<file path="src/rtl/seg_scan_display_if.sv">
// Bus bundle for the seven-segment scan driver: game-logic side (master)
// supplies the value/load/format controls, the driver (slave) returns pins
// and status.
interface seg_scan_display_if #(
  parameter int NUM_DIGITS = 4,
  parameter int VAL_W      = 14
);
  logic [VAL_W-1:0]      i_value;
  logic                  i_load;
  logic                  i_blank_lz;
  logic [NUM_DIGITS-1:0] i_dp;
  logic [7:0]            o_seg;
  logic [NUM_DIGITS-1:0] o_an;
  logic                  o_busy;
  logic                  o_ovf;
  logic [1:0]            o_dbg_state;

  // Handshake: i_load is a single-cycle strobe that is accepted only while
  // o_busy=0; a strobe seen while o_busy=1 is dropped, never queued. o_busy
  // rises the cycle after an accepted strobe and falls on the cycle the new
  // value becomes visible to the scan logic.
  modport master (
    output i_value, i_load, i_blank_lz, i_dp,
    input  o_seg, o_an, o_busy, o_ovf, o_dbg_state
  );

  modport slave (
    input  i_value, i_load, i_blank_lz, i_dp,
    output o_seg, o_an, o_busy, o_ovf, o_dbg_state
  );
endinterface

</file>
<file path="src/rtl/seg_scan_display.sv">
// Multi-digit seven-segment scan driver. Binary input is converted to BCD by
// a sequential double-dabble FSM, then digits are time-multiplexed on the
// shared segment bus with leading-zero blanking, decimal points and an
// overflow dash pattern. Outputs are registered.
module seg_scan_display #(
  parameter int NUM_DIGITS = 4,
  parameter int VAL_W      = 14,
  parameter int SCAN_DIV   = 50000,
  parameter bit ACTIVE_LOW = 1'b1
) (
  input logic              i_clk,
  input logic              i_rst_n,
  seg_scan_display_if.slave bus
);
  localparam int BW = 4 * NUM_DIGITS;
  localparam int CW = $clog2(VAL_W + 1);
  localparam int DW = (NUM_DIGITS > 1) ? $clog2(NUM_DIGITS) : 1;
  localparam int PW = (SCAN_DIV > 1) ? $clog2(SCAN_DIV) : 1;

  localparam logic [1:0] ST_IDLE   = 2'd0;
  localparam logic [1:0] ST_SHIFT  = 2'd1;
  localparam logic [1:0] ST_COMMIT = 2'd2;

  localparam logic [7:0]            SEG_OFF = ACTIVE_LOW ? 8'hFF : 8'h00;
  localparam logic [NUM_DIGITS-1:0] AN_OFF  = ACTIVE_LOW ? '1 : '0;

  // Largest value that fits in NUM_DIGITS decimal digits.
  function automatic logic [31:0] max_decimal(input int n);
    logic [31:0] p;
    p = 32'd1;
    for (int i = 0; i < n; i++) p = p * 32'd10;
    return p - 32'd1;
  endfunction
  localparam logic [31:0] MAX_VAL = max_decimal(NUM_DIGITS);

  // Active-high gfedcba glyph for a BCD digit.
  function automatic logic [6:0] glyph(input logic [3:0] d);
    case (d)
      4'd0: return 7'h3F;
      4'd1: return 7'h06;
      4'd2: return 7'h5B;
      4'd3: return 7'h4F;
      4'd4: return 7'h66;
      4'd5: return 7'h6D;
      4'd6: return 7'h7D;
      4'd7: return 7'h07;
      4'd8: return 7'h7F;
      4'd9: return 7'h6F;
      default: return 7'h00;
    endcase
  endfunction

  logic [1:0]            state_q, state_d;
  logic [VAL_W-1:0]      sh_q, sh_d;
  logic [BW-1:0]         work_q, work_d;
  logic [BW-1:0]         adj;
  logic [CW-1:0]         cnt_q, cnt_d;
  logic                  ovf_pend_q, ovf_pend_d;
  logic [BW-1:0]         disp_q, disp_d;
  logic                  ovf_q, ovf_d;
  logic [PW-1:0]         presc_q, presc_d;
  logic [DW-1:0]         dig_q, dig_d;
  logic [7:0]            seg_q, seg_d;
  logic [NUM_DIGITS-1:0] an_q, an_d;
  logic [3:0]            cur_nib;
  logic                  cur_dp;
  logic                  cur_blank;
  logic [7:0]            seg_act;
  logic [NUM_DIGITS-1:0] an_act;
  int                    hi_idx;

  // Conversion FSM: capture on load, VAL_W add-3/shift steps, then commit.
  always_comb begin
    state_d    = state_q;
    sh_d       = sh_q;
    work_d     = work_q;
    cnt_d      = cnt_q;
    ovf_pend_d = ovf_pend_q;
    disp_d     = disp_q;
    ovf_d      = ovf_q;
    adj        = work_q;
    for (int k = 0; k < NUM_DIGITS; k++) begin
      if (work_q[4*k +: 4] >= 4'd5) adj[4*k +: 4] = work_q[4*k +: 4] + 4'd3;
    end
    case (state_q)
      ST_IDLE: begin
        if (bus.i_load) begin
          sh_d       = bus.i_value;
          work_d     = '0;
          cnt_d      = '0;
          ovf_pend_d = ({{(32-VAL_W){1'b0}}, bus.i_value} > MAX_VAL);
          state_d    = ST_SHIFT;
        end
      end
      ST_SHIFT: begin
        // Carry out of the top nibble falls off the end intentionally.
        work_d = {adj[BW-2:0], sh_q[VAL_W-1]};
        sh_d   = sh_q << 1;
        if (cnt_q == CW'(VAL_W - 1)) state_d = ST_COMMIT;
        else                         cnt_d   = cnt_q + 1'b1;
      end
      ST_COMMIT: begin
        disp_d  = work_q;
        ovf_d   = ovf_pend_q;
        state_d = ST_IDLE;
      end
      default: state_d = ST_IDLE;
    endcase
  end

  // Free-running scan: prescaler paces the digit index independently of the FSM.
  always_comb begin
    presc_d = presc_q + 1'b1;
    dig_d   = dig_q;
    if (presc_q == PW'(SCAN_DIV - 1)) begin
      presc_d = '0;
      dig_d   = (dig_q == DW'(NUM_DIGITS - 1)) ? '0 : dig_q + 1'b1;
    end
  end

  // Segment/anode pattern for the digit currently selected by the scan index.
  always_comb begin
    hi_idx    = 0;
    cur_nib   = 4'd0;
    cur_dp    = 1'b0;
    cur_blank = 1'b0;
    an_act    = '0;
    for (int k = 0; k < NUM_DIGITS; k++) begin
      if (disp_q[4*k +: 4] != 4'd0) hi_idx = k;
    end
    for (int k = 0; k < NUM_DIGITS; k++) begin
      if (dig_q == DW'(k)) begin
        cur_nib   = disp_q[4*k +: 4];
        cur_dp    = bus.i_dp[k];
        cur_blank = bus.i_blank_lz && !ovf_q && (k > hi_idx);
        an_act[k] = 1'b1;
      end
    end
    if (ovf_q)          seg_act = {cur_dp, 7'h40};
    else if (cur_blank) seg_act = {cur_dp, 7'h00};
    else                seg_act = {cur_dp, glyph(cur_nib)};
    seg_d = ACTIVE_LOW ? ~seg_act : seg_act;
    an_d  = ACTIVE_LOW ? ~an_act  : an_act;
  end

  // State registers; async reset blanks the display and aborts any conversion.
  always_ff @(posedge i_clk or negedge i_rst_n) begin
    if (!i_rst_n) begin
      state_q    <= ST_IDLE;
      sh_q       <= '0;
      work_q     <= '0;
      cnt_q      <= '0;
      ovf_pend_q <= 1'b0;
      disp_q     <= '0;
      ovf_q      <= 1'b0;
      presc_q    <= '0;
      dig_q      <= '0;
      seg_q      <= SEG_OFF;
      an_q       <= AN_OFF;
    end else begin
      state_q    <= state_d;
      sh_q       <= sh_d;
      work_q     <= work_d;
      cnt_q      <= cnt_d;
      ovf_pend_q <= ovf_pend_d;
      disp_q     <= disp_d;
      ovf_q      <= ovf_d;
      presc_q    <= presc_d;
      dig_q      <= dig_d;
      seg_q      <= seg_d;
      an_q       <= an_d;
    end
  end

  assign bus.o_seg       = seg_q;
  assign bus.o_an        = an_q;
  assign bus.o_busy      = (state_q != ST_IDLE);
  assign bus.o_ovf       = ovf_q;
  assign bus.o_dbg_state = state_q;
endmodule
</file>
<file path="src/flat_wrapper.sv">
// flat-port wrapper written by rule: the top's interface ports become plain ports
module seg_scan_display_flat 
#(
  parameter int NUM_DIGITS = 4,
  parameter int VAL_W      = 14,
  parameter int SCAN_DIV   = 50000,
  parameter bit ACTIVE_LOW = 1'b1
)
  (i_clk, i_rst_n, bus_i_value, bus_i_load, bus_i_blank_lz, bus_i_dp, bus_o_seg, bus_o_an, bus_o_busy, bus_o_ovf, bus_o_dbg_state);
  seg_scan_display_if #(.NUM_DIGITS(NUM_DIGITS), .VAL_W(VAL_W)) bus_i ();
  input logic i_clk;
  input logic i_rst_n;
  input wire logic [$bits(bus_i.i_value)-1:0] bus_i_value;
  input wire logic [$bits(bus_i.i_load)-1:0] bus_i_load;
  input wire logic [$bits(bus_i.i_blank_lz)-1:0] bus_i_blank_lz;
  input wire logic [$bits(bus_i.i_dp)-1:0] bus_i_dp;
  output wire logic [$bits(bus_i.o_seg)-1:0] bus_o_seg;
  output wire logic [$bits(bus_i.o_an)-1:0] bus_o_an;
  output wire logic [$bits(bus_i.o_busy)-1:0] bus_o_busy;
  output wire logic [$bits(bus_i.o_ovf)-1:0] bus_o_ovf;
  output wire logic [$bits(bus_i.o_dbg_state)-1:0] bus_o_dbg_state;
  assign bus_i.i_value = bus_i_value;
  assign bus_i.i_load = bus_i_load;
  assign bus_i.i_blank_lz = bus_i_blank_lz;
  assign bus_i.i_dp = bus_i_dp;
  assign bus_o_seg = bus_i.o_seg;
  assign bus_o_an = bus_i.o_an;
  assign bus_o_busy = bus_i.o_busy;
  assign bus_o_ovf = bus_i.o_ovf;
  assign bus_o_dbg_state = bus_i.o_dbg_state;
  seg_scan_display #(.NUM_DIGITS(NUM_DIGITS), .VAL_W(VAL_W), .SCAN_DIV(SCAN_DIV), .ACTIVE_LOW(ACTIVE_LOW)) u_core (.i_clk(i_clk), .i_rst_n(i_rst_n), .bus(bus_i));
endmodule
</file>
<file path="config.mk">
export PLATFORM = sky130hd
export DESIGN_NAME = seg_scan_display_flat
export DESIGN_NICKNAME = d
export VERILOG_FILES = /design/src/rtl/seg_scan_display_if.sv /design/src/rtl/seg_scan_display.sv /design/src/flat_wrapper.sv
export SDC_FILE = /design/constraint.sdc
export NUM_CORES = 1
export LEC_CHECK = 0
export BUFFER_PORTS_ARGS = -buffer_cell sky130_fd_sc_hd__buf_2
export CORE_MARGIN = 5
export CORE_UTILIZATION = 25
export DETAILED_ROUTE_END_ITERATION = 10
export PLACE_DENSITY = 0.36
export SKIP_LAST_GASP = 1
export SYNTH_ARGS = -nofsm -noshare
export SYNTH_HDL_FRONTEND = slang
export SYNTH_SLANG_ARGS = --single-unit
export TNS_END_PERCENT = 100
</file>
<file path="constraint.sdc">
create_clock -name i_clk -period 6.15 [get_ports i_clk]
set_input_delay 0.615 -clock i_clk [delete_from_list [all_inputs] [get_ports i_clk]]
set_output_delay 0.615 -clock i_clk [all_outputs]
set_load 0.01 [all_outputs]
</file>
==> metrics, run 1 <==
Synth Net Count 430; core outline area 0.0165 sq mm; async set-reset flop share out of synthesis 1.00; Port-buffer cells 37; Fill cells 1733; Vias 2898; ant diodes 0; final critical-path share of the clock period 0.428; area grow syn2layout 16.7%; CP arrival 2870 ps; final hold vios 0; Seq/Total Area, Yosys 0.507; hold crit path type input pin to async pin; Clock Pin Slew Worst Setup and Hold Paths 60 ps; vias in the first global route 3002; Skew-Pair Late Insertion Delay 340 ps; DRC Markers 0; FP Rows 47; cts-stage hold buffer count 0; #FFs+latches synth 84; Via-to-Cell Ratio 4.46; crit-path max FO 10; die span in x 139 microns; Detail Route Antenna Nets 0; drt wl/cell 13.9 microns; ys flop type dfrtp_1; most frequent cells in the layout dfrtp_1, nand2_1, buf_2, nor2_1, o21ai_0; Die H 139 microns; number of setup buffers added after CTS 0; Pleak 2.16 nW; Cells after Synth 387; final total negative setup slack 0 ps; gp weighted congestion 0.732; Yosys warning count 0; number of synthesized flops with an enable pin 0; Worst Setup End Kind flip-flop; initial antenna violation count 0; Yosys cell types 53; run status finished, final reports clean; R2R Path Start u_core.dig_q[1]; Slew headroom 0.298; Overflow after GRT 0; drt pass-1 iters 4; Reg area 0.00212 sq mm; RSZ-0062 raised after global routing false; Peak Freq 0.380 GHz; first-pass GRT wire length 15800 microns; Avg Cell Area, Syn 10.8 sq um; Initial Utilization 0.253; multi-input logic area 0.00190 sq mm; Net count, final 468; area of the mapped netlist 0.00417 sq mm; CTS buffer count 9; Least-Margin Pin Slew 1050 ps; I/O Pins 38; commonest non-fill, non-tap cell in the layout dfrtp_1; DRT iter0 DRCs 122; endpoints failing setup 0; max-slew violation count 0; Max clock buf depth 2; post-cts repair resize count 0; DP HPWL 6230 microns; htree depth 3; minimum clock period 2630 ps; CTS tree yes; Reg2Reg Depth 11; end of the worst register-to-register path u_core.bus.o_seg[5]; layout cell share with drive strength beyond 1 0.219; PwrDens 403 mW/mm^2; VDD IR max 210 uV; max-cap violation count 0; kind of critical path flip-flop to flip-flop; Clock Sinks 84; Critical Path RT 6390 ps; Worst setup SP type flip-flop; Final Power 1.96 mW; worst clock skew 6.39 ps; clock root cell clkbuf_16; Routed WL 9070 microns; largest net degree at the start of global routing 52; All-Layer GR Usage 0.101; Die ar. 0.0194 sq mm; Worst R2R Setup Slack 3520 ps
[area by class of cell]
class                      count  share of cell area
clock buffer                  14              0.0521
clock inverter                 2             0.00693
inverter                      21              0.0162
multi-input combinational    268               0.389
sequential                    84               0.435
tap                          220              0.0565
timing repair buffer          41              0.0447
[logic make-up after synthesis]
logic type	after synthesis	share of synthesized area
buffers and inverters	35	0.0393
AOI/OAI and AO/OA	75	0.121
adders and majority gates	21	0.0629
muxes	31	0.0794
and+or+nand+nor	117	0.139
DFF	84	0.507
xor gates and xnor gates	24	0.0504
[state kept, by name, indices dropped and copies added (netlist names), 4 cells and up]
name              cells
u_core.bus.o_an       4
u_core.sh_q          14
u_core.cnt_q          4
u_core.presc_q       16
u_core.bus.o_seg      8
u_core.work_q        16
u_core.disp_q        16
[routing by layer]
metal | wire (microns) | global-route usage | up-vias
met3 | 350 | 0.0329 | 12
met5 | 0 | 0 | -
li1 | - | - | 1431
met2 | 3910 | 0.150 | 48
met4 | 157 | 0.0371 | 0
met1 | 4650 | 0.138 | 1407
[metrics by stage]
step	instance area (sq um)	worst slack [ps]	cells	hold slack, ps	utilization
final	4870	3520	650	222	0.296
after global routing	4870	3240	650	252	0.296
after CTS	4870	3520	650	238	0.296
after detailed placement	4580	3550	634	464	0.278
after global placement	4580	3650	634	465	0.278
after floorplan	4170	3960	387	319	-
[report_power, final]
part | internal, mW | leakage [nW] | total [mW] | switching, mW
clock | 0.325 | 0.139 | 0.540 | 0.215
combinational | 0.271 | 0.941 | 0.583 | 0.312
sequential | 0.710 | 1.08 | 0.840 | 0.131
[worst max-delay path by stage]
stage / from / end / slack [ps] / cells after the start
after floorplan: u_core.dig_q[1] / u_core.bus.o_seg[5] / 3960 / 12
after global placement: u_core.dig_q[1] / u_core.bus.o_seg[5] / 3650 / 11
after detailed placement: u_core.dig_q[1] / u_core.bus.o_seg[5] / 3550 / 11
after CTS: u_core.dig_q[1] / u_core.bus.o_seg[5] / 3520 / 11
after global routing: u_core.dig_q[1] / u_core.bus.o_seg[5] / 3240 / 11
final: u_core.dig_q[1] / u_core.bus.o_seg[5] / 3520 / 11
[cells in the mapped netlist (2+ instances only)]
| cell | instances | area share |
|---|---|---|
| a211o_1 | 2 | 0.0042 |
| a21oi_1 | 12 | 0.014 |
| a221oi_1 | 3 | 0.0063 |
| a32o_1 | 4 | 0.0096 |
| and4_1 | 2 | 0.0042 |
| buf_1 | 2 | 0.0018 |
| buf_2 | 5 | 0.0060 |
| buf_6 | 3 | 0.0081 |
| clkbuf_1 | 3 | 0.0027 |
| dfrtp_1 | 72 | 0.43 |
| dfstp_2 | 12 | 0.076 |
| ha_1 | 21 | 0.063 |
| inv_1 | 20 | 0.018 |
| mux2_2 | 17 | 0.046 |
| mux2i_1 | 14 | 0.034 |
| nand2_1 | 41 | 0.037 |
| nand2b_1 | 6 | 0.0090 |
| nand3_1 | 13 | 0.016 |
| nand4_1 | 2 | 0.0030 |
| nor2_1 | 28 | 0.025 |
| nor2b_1 | 5 | 0.0075 |
| nor3_1 | 5 | 0.0060 |
| nor4_1 | 3 | 0.0045 |
| o211ai_1 | 3 | 0.0054 |
| o21ai_0 | 23 | 0.028 |
| o21ai_1 | 2 | 0.0024 |
| o22ai_1 | 10 | 0.015 |
| o31ai_1 | 5 | 0.0090 |
| o32ai_1 | 3 | 0.0063 |
| xnor2_1 | 12 | 0.025 |
| xor2_1 | 12 | 0.025 |
[critical path: stages, from the launching register on]
cell,delay (ps)
dfrtp_1,400
inv_1,100
ha_1,340
and2b_2,290
a221oi_1,300
nor3_1,80
a21oi_1,360
inv_1,120
ha_1,200
nor2_1,140
a211o_1,120
nand3_1,80
(Power assumes the default switching activity.)
==> run 2: changes to the inputs <==
- clock period: 6.15 -> 2.49 ns (I/O delays scaled with it)
==> metrics, run 2 (same netlist as run 1, synthesis figures left out) <==
run status finished, final reports clean; die span in x 139 microns (unchanged); Skew-Pair Late Insertion Delay 340 ps (about the same); clock root cell clkbuf_16; hold depth 2; R2R Path Start u_core.dig_q[0]; Port-buffer cells 37 (unchanged); CTS tree yes; Detail Route Antenna Nets 0 (unchanged); vias in the first global route 2906 (-3.2%); Least-Margin Pin Slew 623 ps (-429 ps); Die ar. 0.0194 sq mm (unchanged); kind of critical path flip-flop to flip-flop; layout cell share with drive strength beyond 1 0.235 (+0.0166); CP arrival 2490 ps (-380 ps); Fill cells 1747 (+0.81%); core outline area 0.0165 sq mm (unchanged); final total negative setup slack 0 ps (unchanged); most frequent cells in the layout dfrtp_1, nand2_1, buf_2, nor2_1, o21ai_0; crit-path max FO 4 (-6); worst clock skew 4.80 ps (-1.58 ps); CTS buffer count 9 (unchanged); Worst setup SP type flip-flop; Critical Path RT 2720 ps (-3670 ps); Final Power 4.77 mW (+140%); final hold vios 0 (unchanged); Routed WL 8980 microns (-0.94%); DRT iter0 DRCs 118 (-3.3%); area grow syn2layout 18.0%; I/O Pins 38 (unchanged); minimum clock period 2260 ps (-375 ps); Via-to-Cell Ratio 4.39 (-1.5%); Pleak 2.19 nW (+1.7%); ant diodes 0 (unchanged); DP HPWL 6300 microns (+1.0%); Clock Sinks 84 (unchanged); end of the worst register-to-register path u_core.bus.o_seg[5]; endpoints failing setup 0 (unchanged); largest net degree at the start of global routing 45 (-13%); number of setup buffers added after CTS 0 (unchanged); drt wl/cell 13.6 microns (-2.1%); hold_sp bus_i_dp[3]; PwrDens 969 mW/mm^2 (+140%); Slew headroom 0.584 (+0.286); first-pass GRT wire length 15200 microns (-3.5%); hold crit path type input pin to flip-flop; Min-Delay Endpoint u_core.bus.o_seg[7]; Crit-path slowest cell dfrtp_1; max-slew violation count 0 (unchanged); Peak Freq 0.443 GHz (+17%); FP Rows 47 (unchanged); Net count, final 476 (+1.7%); Worst Setup SP u_core.dig_q[0]; DRC Markers 0 (unchanged); Max clock buf depth 2 (unchanged); Die H 139 microns (unchanged); Worst Setup End Kind flip-flop; max-cap violation count 0 (unchanged); RSZ-0062 raised after global routing false; drt pass-1 iters 6 (+2); Initial Utilization 0.253 (unchanged); gp weighted congestion 0.738 (+0.90%); biggest regs u_core.disp_q (16), u_core.presc_q (16), u_core.work_q (16); VDD IR max 415 uV (+98%); CP max stage delay 380 ps (-20 ps); Overflow after GRT 0 (unchanged); htree depth 3 (unchanged); final critical-path share of the clock period 0.906 (+0.478); commonest non-fill, non-tap cell in the layout dfrtp_1; Worst R2R Setup Slack 230 ps (-3290 ps); Vias 2889 (-0.31%); Clock Pin Slew Worst Setup and Hold Paths 60 ps (about the same); crit-path cells inv_1 -> ha_1 -> and2b_2 -> a221oi_1 -> nor3_1 -> a21oi_2 -> inv_1 -> ha_1 -> nor2_1 -> a211o_1 -> nand3_1; initial antenna violation count 0 (unchanged); Reg2Reg Depth 11 (unchanged); All-Layer GR Usage 0.0975 (-0.00369)
==> run 2: per-stage QoR <==
stage	setup slack [ps]	util	instances	area, sq um	hold WS (ps)
floorplan	297	-	387	4170	-46.6
CTS	170	0.299	658	4920	30.9
finish	233	0.299	658	4930	49.1
global placement	259	0.282	641	4650	309
detailed placement	190	0.282	641	4650	307
global route	53.7	0.299	658	4930	26.2
==> run 2: layer usage <==
metal / up-vias / GRT usage / share of wire
li1: 1442 / - / -
met1: 1390 / 0.137 / 0.52
met2: 48 / 0.142 / 0.43
met3: 9 / 0.0353 / 0.043
met4: 0 / 0.0278 / 0.012
met5: - / 0 / 0
==> run 2: how the worst max path moves through the flow <==
stage / endpoint / depth (start not counted)
2_1_floorplan: u_core.bus.o_seg[5] / 12
3_3_place_gp: u_core.bus.o_seg[5] / 11
3_5_place_dp: u_core.bus.o_seg[5] / 11
4_1_cts: u_core.bus.o_seg[5] / 11
5_1_grt: u_core.bus.o_seg[5] / 11
6_report: u_core.bus.o_seg[5] / 11
==> run 2: layout make-up <==
| class | count | area [sq um] | share of cell area |
|---|---|---|---|
| sequential | 84 | 2120 | 0.430 |
| clock inverter | 2 | 10.0 | 0.00203 |
| clock buffer | 14 | 254 | 0.0515 |
| inverter | 21 | 78.8 | 0.0160 |
| timing repair buffer | 49 | 293 | 0.0594 |
| tap | 220 | 275 | 0.0559 |
| multi-input combinational | 268 | 1900 | 0.385 |
==> run 2: worst max-delay path: cells and delay by family (launching register included) <==
family	cells	cell delay [ps]
compound gates	3	590
simple gates	4	560
fa+ha+maj	2	440
flops	1	380
buf+inv	2	180
==> run 2: timing repair <==
item                                    in CTS  in global routing
endpoints found under the setup margin       0                  1
hold endpoints to repair                    42                  0
resized for setup                            0                  1
hold buffers                                 1                  0
==> run 2: where the power goes <==
| part | switching (mW) | total, mW | internal [mW] | leakage, nW |
|---|---|---|---|---|
| Sequential | 0.315 | 2.07 | 1.75 | 1.08 |
| Combinational | 0.781 | 1.48 | 0.700 | 0.985 |
| Clock | 0.523 | 1.22 | 0.702 | 0.131 |
| Total | 1.62 | 4.77 | 3.15 | 2.19 |
==> run 3: changes to the inputs <==
- RECOVER_POWER: unset -> 25
==> metrics, run 3 (same netlist as run 1, synthesis figures left out) <==
clock root cell clkbuf_16; largest net degree at the start of global routing 45 (unchanged); RSZ-0062 raised after global routing false; Port-buffer cells 37 (unchanged); CP arrival 2520 ps (+30 ps); Die ar. 0.0194 sq mm (unchanged); hold depth 2 (unchanged); Routed WL 8970 microns (about the same); CP max stage delay 400 ps (+20 ps); endpoints failing setup 0 (unchanged); Clock Pin Slew Worst Setup and Hold Paths 60 ps (about the same); Clk pwr share 0.257 (about the same); dpl cells 641 (unchanged); vias in the first global route 2906 (unchanged); buffers and inverters on the worst path 3 (+1); Reg area 0.00212 sq mm (unchanged); run status finished, final reports clean; Logic pwr share 0.310 (about the same); Fin Hold WS 49.1 ps (+0.0523 ps); crit-path cells inv_1 -> ha_1 -> clkbuf_1 -> a211o_1 -> a21oi_2 -> nor2_2 -> inv_1 -> ha_1 -> a211o_1 -> nand3_1; multi-input logic area 0.00190 sq mm (unchanged); final total negative setup slack 0 ps (unchanged); number of setup buffers added after CTS 0 (unchanged); met3 usage 0.0353 (unchanged); Overflow after GRT 0 (unchanged); minimum clock period 2250 ps (-5.61 ps); max-cap violation count 0 (unchanged); area grow syn2layout 17.9%; Slew headroom 0.190 (-0.394); drt wl/cell 13.6 microns (about the same); ant diodes 0 (unchanged); gp weighted congestion 0.738 (unchanged); GRT busiest layer met2; drt pass-1 iters 6 (unchanged); CTS buffer count 9 (unchanged); Net count, final 476 (unchanged); I/O Pins 38 (unchanged); internal cell power 3.15 mW (about the same); critical path depth 10 (-1); initial antenna violation count 0 (unchanged); DRT iter0 DRCs 97 (-18%); DP HPWL 6300 microns (unchanged); core outline area 0.0165 sq mm (unchanged); Skew-Pair Late Insertion Delay 340 ps (about the same); crit-path max FO 9 (+5); Pleak 2.19 nW (-0.22%); htree depth 3 (unchanged); first-pass GRT wire length 15200 microns (unchanged); CTS tree yes; Peak Freq 0.444 GHz (+0.25%); Critical Path RT 2760 ps (+40 ps); die span in x 139 microns (unchanged); Sw Share 0.339 (about the same); net switching power 1.62 mW (about the same); met2 usage 0.142 (unchanged); Layout Utilization 0.299 (-0.000380); max-slew violation count 0 (unchanged); Fill cells 1747 (unchanged); Vias 2887 (-0.069%); Worst Setup End Kind flip-flop; final critical-path share of the clock period 0.904 (-0.00225); Detail Route Antenna Nets 0 (unchanged); Via-to-Cell Ratio 4.39 (about the same); All-Layer GR Usage 0.0975 (unchanged); DRC Markers 0 (unchanged); most frequent cells in the layout dfrtp_1, nand2_1, buf_2, nor2_1, o21ai_0; biggest regs u_core.disp_q (16), u_core.presc_q (16), u_core.work_q (16); Reg2Reg Depth 10 (-1); PwrDens 970 mW/mm^2 (+0.11%); Crit path max-delay family buffers and inverters; hold crit path type input pin to flip-flop; Max clock buf depth 2 (unchanged); Clock Sinks 84 (unchanged); commonest non-fill, non-tap cell in the layout dfrtp_1; FP Rows 47 (unchanged); Die H 139 microns (unchanged); sequential power share 0.433 (about the same); Least-Margin Pin Slew 1210 ps (+591 ps); Worst setup SP type flip-flop; Crit-path slowest cell dfrtp_1; worst clock skew 4.67 ps (-0.137 ps); final hold vios 0 (unchanged); final std cells w/o fill 658 (unchanged); layout cell share with drive strength beyond 1 0.233 (-0.00228); kind of critical path flip-flop to flip-flop; Initial Utilization 0.253 (unchanged); VDD IR max 415 uV (about the same); GRT met1 Usage 0.137 (unchanged)
## run 3: changes by cell type in the layout (fill, tap and decap cells not counted), sizes merged
| cell | delta |
|---|---|
| buf | -2 |
| clkbuf | +2 |
## run 3: metrics by stage
stage | cell area [sq um] | setup slack [ps] | total power [mW]
2_1_floorplan | 4170 | 297 | 3.15
3_3_place_gp | 4650 | 259 | 3.59
3_5_place_dp | 4650 | 190 | 3.59
4_1_cts | 4920 | 170 | 4.87
5_1_grt | 4920 | 53.7 | 5.15
6_report | 4920 | 239 | 4.77
## run 3: cell type report
| class | count | area share |
|---|---|---|
| Multi-Input combinational cell | 268 | 0.386 |
| Clock inverter | 2 | 0.00203 |
| Timing Repair Buffer | 49 | 0.0582 |
| Inverter | 21 | 0.0160 |
| Sequential cell | 84 | 0.430 |
| Clock buffer | 14 | 0.0516 |
| Tap cell | 220 | 0.0559 |
## run 3: final timing paths
path                                      start                  end  slack (ps)
max in group asynchronous               i_rst_n     u_core.disp_q[9]         940
min in group asynchronous               i_rst_n    u_core.disp_q[12]         710
worst min register to register  u_core.sh_q[13]     u_core.work_q[0]         480
worst min-delay path                bus_i_dp[3]  u_core.bus.o_seg[7]          50
worst max register to register  u_core.dig_q[1]  u_core.bus.o_seg[5]         240
worst max-delay path            u_core.dig_q[1]  u_core.bus.o_seg[5]         240
## run 3: timing repair
action / CTS / global route
hold buffers: 1 / 0
endpoints found under the setup margin: 0 / 1
gates resized for setup: 0 / 1
hold endpoints to repair: 42 / 0
## run 3: worst register-to-register path: cells and delay by family, from the launching register on
kind                       cells  cell delay [ps]
buffers and inverters          3              560
AOI/OAI and AO/OA              3              520
DFF                            1              400
adders and majority gates      2              400
and+or+nand+nor                2              320
## run 3: layer usage
metal,vias to the layer above,routed length (microns)
li1,1443,-
met1,1389,4610
met2,46,3860
met3,9,390
met4,0,112
met5,-,0
## run 3: power groups by stage
stage	combinational [mW]	clock [mW]	sequential, mW
after floorplan	1.14	0	2.01
after global placement	1.49	0	2.10
after detailed placement	1.50	0	2.09
after CTS	1.51	1.29	2.07
after global routing	1.70	1.34	2.12
final	1.48	1.23	2.07
